**src/rtl/tytra_stream_pkg.sv**
```systemverilog
// rtl/tytra_stream_pkg.sv - shared defaults and helpers for tytra stream balance buffers
package tytra_stream_pkg;

   localparam int STREAMW_DEF = 32;
   localparam int DEPTH_DEF   = 4;

   // Pointer width for a FIFO of the given depth; kernel tops use the same rule.
   function automatic int aw_of(input int depth);
      return (depth <= 2) ? 1 : $clog2(depth);
   endfunction

   // LSB of channel c inside a packed multi-channel word.
   function automatic int chan_lsb(input int c, input int streamw);
      return c * streamw;
   endfunction

endpackage

```
**src/rtl/tytra_sync_fifo_fwft.sv**
```systemverilog
// rtl/tytra_sync_fifo_fwft.sv - single-stream first-word-fall-through FIFO with occupancy
module tytra_sync_fifo_fwft
   import tytra_stream_pkg::*;
#(
   parameter int W     = STREAMW_DEF,
   parameter int DEPTH = DEPTH_DEF,
   parameter int AW    = aw_of(DEPTH)
) (
   input  logic          clk,
   input  logic          rst,
   input  logic          i_push,
   input  logic [W-1:0]  i_data,
   input  logic          i_pop,
   output logic [W-1:0]  o_data,
   output logic [AW:0]   o_count,
   output logic          o_full,
   output logic          o_empty
);

   logic [W-1:0]  r_mem [DEPTH];
   logic [AW-1:0] r_wr_ptr;
   logic [AW-1:0] r_rd_ptr;
   logic [AW:0]   r_count;
   logic          w_push;
   logic          w_pop;

   // Guard here as well so a full FIFO never accepts, whatever the caller does.
   assign w_push  = i_push & ~o_full;
   assign w_pop   = i_pop & ~o_empty;
   assign o_full  = (r_count == (AW+1)'(DEPTH));
   assign o_empty = (r_count == '0);
   assign o_count = r_count;
   assign o_data  = r_mem[r_rd_ptr];

   always_ff @(posedge clk) begin
      if (rst) begin
         r_wr_ptr <= '0;
         r_rd_ptr <= '0;
         r_count  <= '0;
         for (int i = 0; i < DEPTH; i++) begin
            r_mem[i] <= '0;
         end
      end else begin
         if (w_push) begin
            r_mem[r_wr_ptr] <= i_data;
            r_wr_ptr        <= r_wr_ptr + 1'b1;
         end
         if (w_pop) begin
            r_rd_ptr <= r_rd_ptr + 1'b1;
         end
         case ({w_push, w_pop})
            2'b10:   r_count <= r_count + 1'b1;
            2'b01:   r_count <= r_count - 1'b1;
            default: r_count <= r_count;
         endcase
      end
   end

endmodule

```
**src/rtl/tytra_stream_balance_buffer.sv**
```systemverilog
// rtl/tytra_stream_balance_buffer.sv - multi-channel join plus elastic FWFT path-balancing buffer
module tytra_stream_balance_buffer
   import tytra_stream_pkg::*;
#(
   parameter int STREAMW = STREAMW_DEF,
   parameter int NCH     = 2,
   parameter int DEPTH   = DEPTH_DEF,
   parameter int AW      = aw_of(DEPTH)
) (
   input  logic                   clk,
   input  logic                   rst,
   input  logic [NCH-1:0]         ivalid,
   output logic                   iready,
   input  logic [NCH*STREAMW-1:0] in,
   output logic                   ovalid,
   input  logic                   oready,
   output logic [NCH*STREAMW-1:0] out,
   output logic [AW:0]            count,
   output logic                   full,
   output logic                   empty,
   output logic                   skew_err
);

   logic [NCH*STREAMW-1:0] w_join;
   logic [NCH*STREAMW-1:0] w_head;
   logic                   w_full;
   logic                   w_empty;
   logic                   w_push;
   logic                   w_pop;
   logic                   w_partial;
   logic                   r_skew_arm;
   logic                   r_skew_err;

   for (genvar c = 0; c < NCH; c++) begin : g_chan
      assign w_join[chan_lsb(c, STREAMW) +: STREAMW] = in[chan_lsb(c, STREAMW) +: STREAMW];
      assign out[chan_lsb(c, STREAMW) +: STREAMW]    = w_head[chan_lsb(c, STREAMW) +: STREAMW];
   end

   // Ready comes only from registered occupancy, so there is no oready->iready path.
   assign iready    = ~w_full;
   assign ovalid    = ~w_empty;
   assign full      = w_full;
   assign empty     = w_empty;
   assign w_push    = (&ivalid) & ~w_full;
   assign w_pop     = oready & ~w_empty;
   assign w_partial = (|ivalid) & ~(&ivalid);
   assign skew_err  = r_skew_err;

   tytra_sync_fifo_fwft #(
      .W     (NCH*STREAMW),
      .DEPTH (DEPTH),
      .AW    (AW)
   ) u_fifo (
      .clk     (clk),
      .rst     (rst),
      .i_push  (w_push),
      .i_data  (w_join),
      .i_pop   (w_pop),
      .o_data  (w_head),
      .o_count (count),
      .o_full  (w_full),
      .o_empty (w_empty)
   );

   // A single skewed cycle is normal arrival jitter; two in a row is flagged.
   always_ff @(posedge clk) begin
      if (rst) begin
         r_skew_arm <= 1'b0;
         r_skew_err <= 1'b0;
      end else begin
         r_skew_arm <= w_partial & iready;
         if (w_partial & iready & r_skew_arm) begin
            r_skew_err <= 1'b1;
         end
      end
   end

endmodule

```
**config.mk**
```make
export PLATFORM = sky130hd
export DESIGN_NAME = tytra_stream_balance_buffer
export DESIGN_NICKNAME = d
export VERILOG_FILES = /design/src/rtl/tytra_stream_pkg.sv /design/src/rtl/tytra_sync_fifo_fwft.sv /design/src/rtl/tytra_stream_balance_buffer.sv
export SDC_FILE = /design/constraint.sdc
export NUM_CORES = 1
export LEC_CHECK = 0
export ABC_AREA = 1
export BUFFER_PORTS_ARGS = -buffer_cell sky130_fd_sc_hd__buf_2
export CORE_MARGIN = 5
export CORE_UTILIZATION = 40
export DETAILED_ROUTE_END_ITERATION = 16
export SETUP_SLACK_MARGIN = 0.02
export SKIP_LAST_GASP = 1
export SLEW_MARGIN = 10
export SYNTH_ARGS = -nofsm -noshare
export SYNTH_HDL_FRONTEND = slang
export SYNTH_HIERARCHICAL = 1
export SYNTH_SLANG_ARGS = --single-unit
```
**constraint.sdc**
```tcl
create_clock -name clk -period 18.9 [get_ports clk]
set_input_delay 3.78 -clock clk [delete_from_list [all_inputs] [get_ports clk]]
set_output_delay 3.78 -clock clk [all_outputs]
set_load 0.02 [all_outputs]
```
Yosys cells after proc, flatten, opt, wreduce, memory -nomap -nowiden
Memories as Yosys holds them, arrays and structs flattened. A register that Yosys moved wholly into a read port is not among the register bits.
Cells that the tools add are included.
{ "totals": {"regBits": 9, "ramBits": 256, "output_inout_bits": 72, "word_cells": 39, "memories": 1} }
{ "mem_list": {"columns": ["name", "depth", "width", "read_ports", "rd_ports_with_merged_regs", "write_ports", "line_no", "rtl"], "rows": [
  ["u_fifo.r_mem", 4, 64, 1, 1, 4, "tytra_sync_fifo_fwft.sv:20", "logic [W-1:0] r_mem [DEPTH];"]
]} }
{ "op_classes": {"n_addsub": 4, "n_eq_ne": 3, "mux": 11, "n_bitwise": 10, "reduce_logical": 5} }
{ "op_table": {"columns": ["operator", "n"], "rows": [
  ["$mux 64", 1],
  ["$reduce_or 64->1", 1],
  ["$and 1x1->1", 7],
  ["$mux 1", 6],
  ["$mux 2", 3],
  ["$pmux 3 s2", 1],
  ["$add 2x1->2 const B", 2],
  ["$add 3x1->3 const B", 1],
  ["$eq 3x3->1 const B", 1],
  ["$logic_not 3->1", 1],
  ["$not 1->1", 3],
  ["$sub 3x1->3 const B", 1],
  ["$eq 2x1->1 const B", 1],
  ["$eq 2x2->1 const B", 1],
  ["$reduce_and 2->1", 1],
  ["$reduce_bool 2->1", 1],
  ["$reduce_or 2->1", 1]
]} }

Longest topological paths before layout
{ "depth": {"depth_word": 9, "depth_mapped": 15, "depth_no_buf": 15} }

Modules after synthesis
The synthesis kept the hierarchy.
{ "modules_own_cells": {"columns": ["module", "n_inst", "cells_each", "area_each_um2", "seq_area_each_um2"], "rows": [
  ["tytra_sync_fifo_fwft", 1, 1107, 11936.4, 7867.5],
  ["tytra_stream_balance_buffer", 1, 15, 100.1, 40.0]
]} }

Worst setup path before layout
No wires, ideal clock.
{ "synth_timing": {"path_kind": "in2reg", "startpoint": "in ivalid[0]", "endpoint": "mem u_fifo/r_mem[0][0] (netlist bit), enable pin", "setup_ps": 574, "t_arrival_ps": 8936, "setup_slack_ps": 9390, "cell_stages": 6, "path_cell_list": "ha_1 inv_1 nor2_1 nand4_1 buf_2 o21ai_0"} }
{ "synth_lines": {"columns": ["item", "line_no", "rtl"], "rows": [
  ["start, declared", "tytra_stream_balance_buffer.sv:12", "input logic [NCH-1:0] ivalid,"],
  ["end, declared", "tytra_sync_fifo_fwft.sv:20", null]
]} }

==> flow_summary_export.csv <==
group,metric,value,unit
floorplan,die_x,183,um
layout,nets,1300,
floorplan,ios,141,
logic_synthesis,synth_edf_count,256,
global_routing,grt_most_used_layer,"met2",
pwr,seqPwrFrac,0.501,
route,vias,8477,
clock_tree,clockBufferDepth,3,
clock_tree,ctsRootBufferMaster,"clkbuf_16",
status,outcome,"finished clean",
logic_synthesis,yosysSeqAreaShare,0.657,
logic_synthesis,synth_xor_area_frac,0,
floorplan,core,29600,um2
logic_synthesis,ys.flop_type,"edfxtp_1",
pwr,p_int,0.00101,W
pwr,clkPwrFrac,0.356,
floorplan,start_util,0.406,
logic_synthesis,yosys-top-cells-count,"nor2_1 (280), edfxtp_1 (256), o21ai_0 (135)",
pwr,p_per_area,101,nW/um2
sta,relSlewSlack,0.225,
pwr,p_sw,0.000379,W
clock_tree,cts_tree,"yes",
global_routing,grt_pass1_wl,47200,um
layout,fin_cells,1638,
worst_setup_path,endpoint,"out[0]",
sta,worst_pin_slew,1.16,ns
route,drc,0,
route,viasPerCell,5.18,
route,drt_iter0_drc,664,
layout,syn_to_final_growth,14.9,%
layout,drive_gt1_frac,0.241,
floorplan,die_y,183,um
pwr,comb_power_share,0.143,
logic_synthesis,synthTopCellsByArea,"edfxtp_1 (64%), nor2_1 (8.7%), o21ai_0 (5.6%), nor2_4 (4.6%), o22ai_1 (3.3%)",
worst_setup_path,r2r-start,"u_fifo/o_count[1]",
global_routing,antenna_found_initial,0,
route,wl_per_cell,18.5,um
clock_tree,post-cts-setup-buffers,0,
worst_setup_path,required,15.12,ns
logic_synthesis,yosysMostFrequentCell,"nor2_1",
sta,rsz0062_at_grt,"false",
logic_synthesis,synth_compound_area_frac,0.0915,
sta,fmax,145,MHz
clock_tree,clock_latency,0.54,ns
logic_synthesis,avgSynthCellArea,10.7,um2
sta,slew_viol_final,0,
global_routing,grt.total_usage,0.177,
logic_synthesis,synth_top_area_frac,0.639,
clock_tree,htree_levels,1,
worst_setup_path,worstReg2RegEnd,"u_fifo/r_mem[0][12]",
logic_synthesis,yosys.area_share.simple,0.170,
layout,fin_util,0.467,
logic_synthesis,synth_fp_nets,1194,
sta,setup_tns,0,ns
floorplan,rows,63,
logic_synthesis,syn-cell-area,12000,um2
logic_synthesis,yosys_warnings,6,
clock_tree,cts_sinks,267,
sta,finalHoldViolations,0,
global_routing,met2_usage,0.311,
floorplan,die-area,33700,um2
global_routing,grt_util_met3,0.0275,
pwr,switching_share,0.272,
logic_synthesis,synthMuxAreaShare,0,
worst_setup_path,path_class,"reg -> out",
clock_tree,cts_resized,0,
worst_setup_path,crit_path_start_kind,"flop",
sta,period_share,0.366,
sta,timing.final.crit_period,6.92,ns
worst_hold_path,hold_path.class,"reg -> reg",
route,firstDrtPassIters,5,
clock_tree,cts.clk_slew.worst_paths,0.06,ns
route,wirelength,30400,um
logic_synthesis,ys_ff_latch,267,
placement,gp_congestion,0.722,
logic_synthesis,synthAdderAreaFrac,0.00374,
layout,diodes,0,
placement,dp_hpwl,16000,um
pwr,ir_worst_vdd,73.9,uV
job,maxCapViolCount,0,
logic_synthesis,async_reset_ff_frac,0,
global_routing,grt_max_degree,101,
logic_synthesis,synth_top_family_by_area,"simple AND/OR/NAND/NOR gates",
placement,io_buffers,140,
global_routing,grt_use_met1,0.234,
layout,fillCellCount,2857,
pwr,p_leak,5.29,nW
worst_setup_path,critPathArrivalTime,3.14,ns
logic_synthesis,syn-instance-count,1122,
clock_tree,postCtsHoldBufs,0,
worst_setup_path,reg2reg_setup_slack,15.45,ns
route,drtAntennaViolNets,0,
global_routing,overflow,0,
logic_synthesis,yosysTopAreaCell,"edfxtp_1",
sta,setup_viol,0,
worst_setup_path,critPathMaxFanout,100,
clock_tree,cts_made_buffers,29,
worst_setup_path,critPathCaptureType,"primary output",
worst_setup_path,reg2reg_depth,8,
placement,place_inst,1587,
global_routing,first_global_vias,8670,
sta,clock_skew,0.0133,ns
logic_synthesis,ys_types,21,
## cell families (layout without fill, tap and decap cells)
| group | Yosys count | after routing |
|---|---|---|
| and+or+nand+nor | 419 | 419 |
| DFF | 267 | 267 |
| buffers and inverters | 229 | 355 |
| AOI/OAI and AO/OA | 204 | 204 |
| adders and majority gates | 3 | 3 |
## power by group through the flow
stage | combinational [W] | clock (W) | sequential (W)
after global placement | 0.000201 | 0 | 0.000709
after detailed placement | 0.000202 | 0 | 0.000710
final | 0.000199 | 0.000497 | 0.000698
after CTS | 0.000203 | 0.000509 | 0.000698
after floorplan | 0.000133 | 0 | 0.000707
after global routing | 0.000218 | 0.000535 | 0.000701
## area by class of cell
type                    count  area [um2]  share of cell area
flip-flops and latches    267        7920               0.572
inverters                 151         569              0.0412
multi-input cells         626        3240               0.234
clock inverters            17        78.8             0.00570
well taps                 390         488              0.0353
clock buffers              34         744              0.0538
repair buffers            153         798              0.0577
## cells in the final DEF (no fill, tap or decap)
cell        instances
o21ai_0           131
nand4_1             2
clkbuf_16          29
clkinvlp_4          1
inv_6               1
nand3_1             5
edfxtp_1          256
dfxtp_4             2
o21ai_4             4
dfxtp_1             8
inv_2              53
dfxtp_2             1
nor2_1            280
nor3_1             64
nor2_4             49
clkinv_1           10
o22ai_1            64
nand3_4             1
buf_4              13
nand2_1            17
nand2_2             1
buf_2             140
clkbuf_1            5
clkinv_2            5
ha_1                2
inv_1              97
inv_4               1
fa_1                1
a21oi_1             5
## per-stage QoR
| step | total power, W | instance area (um2) | hold slack, ns | setup WS [ns] |
|---|---|---|---|---|
| 2_1_floorplan | 0.000840 | 12000 | 0.440 | 9.39 |
| 3_3_place_gp | 0.000910 | 13000 | 0.445 | 12.02 |
| 3_5_place_dp | 0.000912 | 13000 | 0.453 | 11.95 |
| 4_1_cts | 0.00141 | 13800 | 0.469 | 11.97 |
| 5_1_grt | 0.00145 | 13800 | 0.498 | 11.80 |
| 6_report | 0.00139 | 13800 | 0.464 | 11.98 |
## worst max-delay path: stages (launching register included)
cell	delay, ns
dfxtp_4	0.55
inv_4	0.34
buf_4	0.88
o21ai_0	0.17
o22ai_1	0.35
buf_2	0.24
## layer usage
layer	routed length [um]	part of all wire	up-vias
met3	1840	0.061	39
met2	15000	0.49	267
met1	13000	0.43	4149
met5	0	0	-
met4	520	0.017	0
li1	-	-	4022
## flip-flops by register name (all words and copies together), names as in the netlist, named ones only
| register | flops |
|---|---|
| skew_err | 1 |
| u_fifo/o_count | 3 |
| r_skew_arm | 1 |
| u_fifo/r_mem | 256 |
| u_fifo/r_rd_ptr | 2 |
| u_fifo/r_wr_ptr | 2 |
## worst min path at each step
| stage | depth (start not counted) | start | endpoint |
|---|---|---|---|
| 2_1_floorplan | 2 | r_skew_arm | skew_err |
| 3_3_place_gp | 2 | skew_err | skew_err |
| 3_5_place_dp | 2 | skew_err | skew_err |
| 4_1_cts | 2 | skew_err | skew_err |
| 5_1_grt | 2 | skew_err | skew_err |
| 6_report | 2 | skew_err | skew_err |
(Power assumes the default switching activity.)
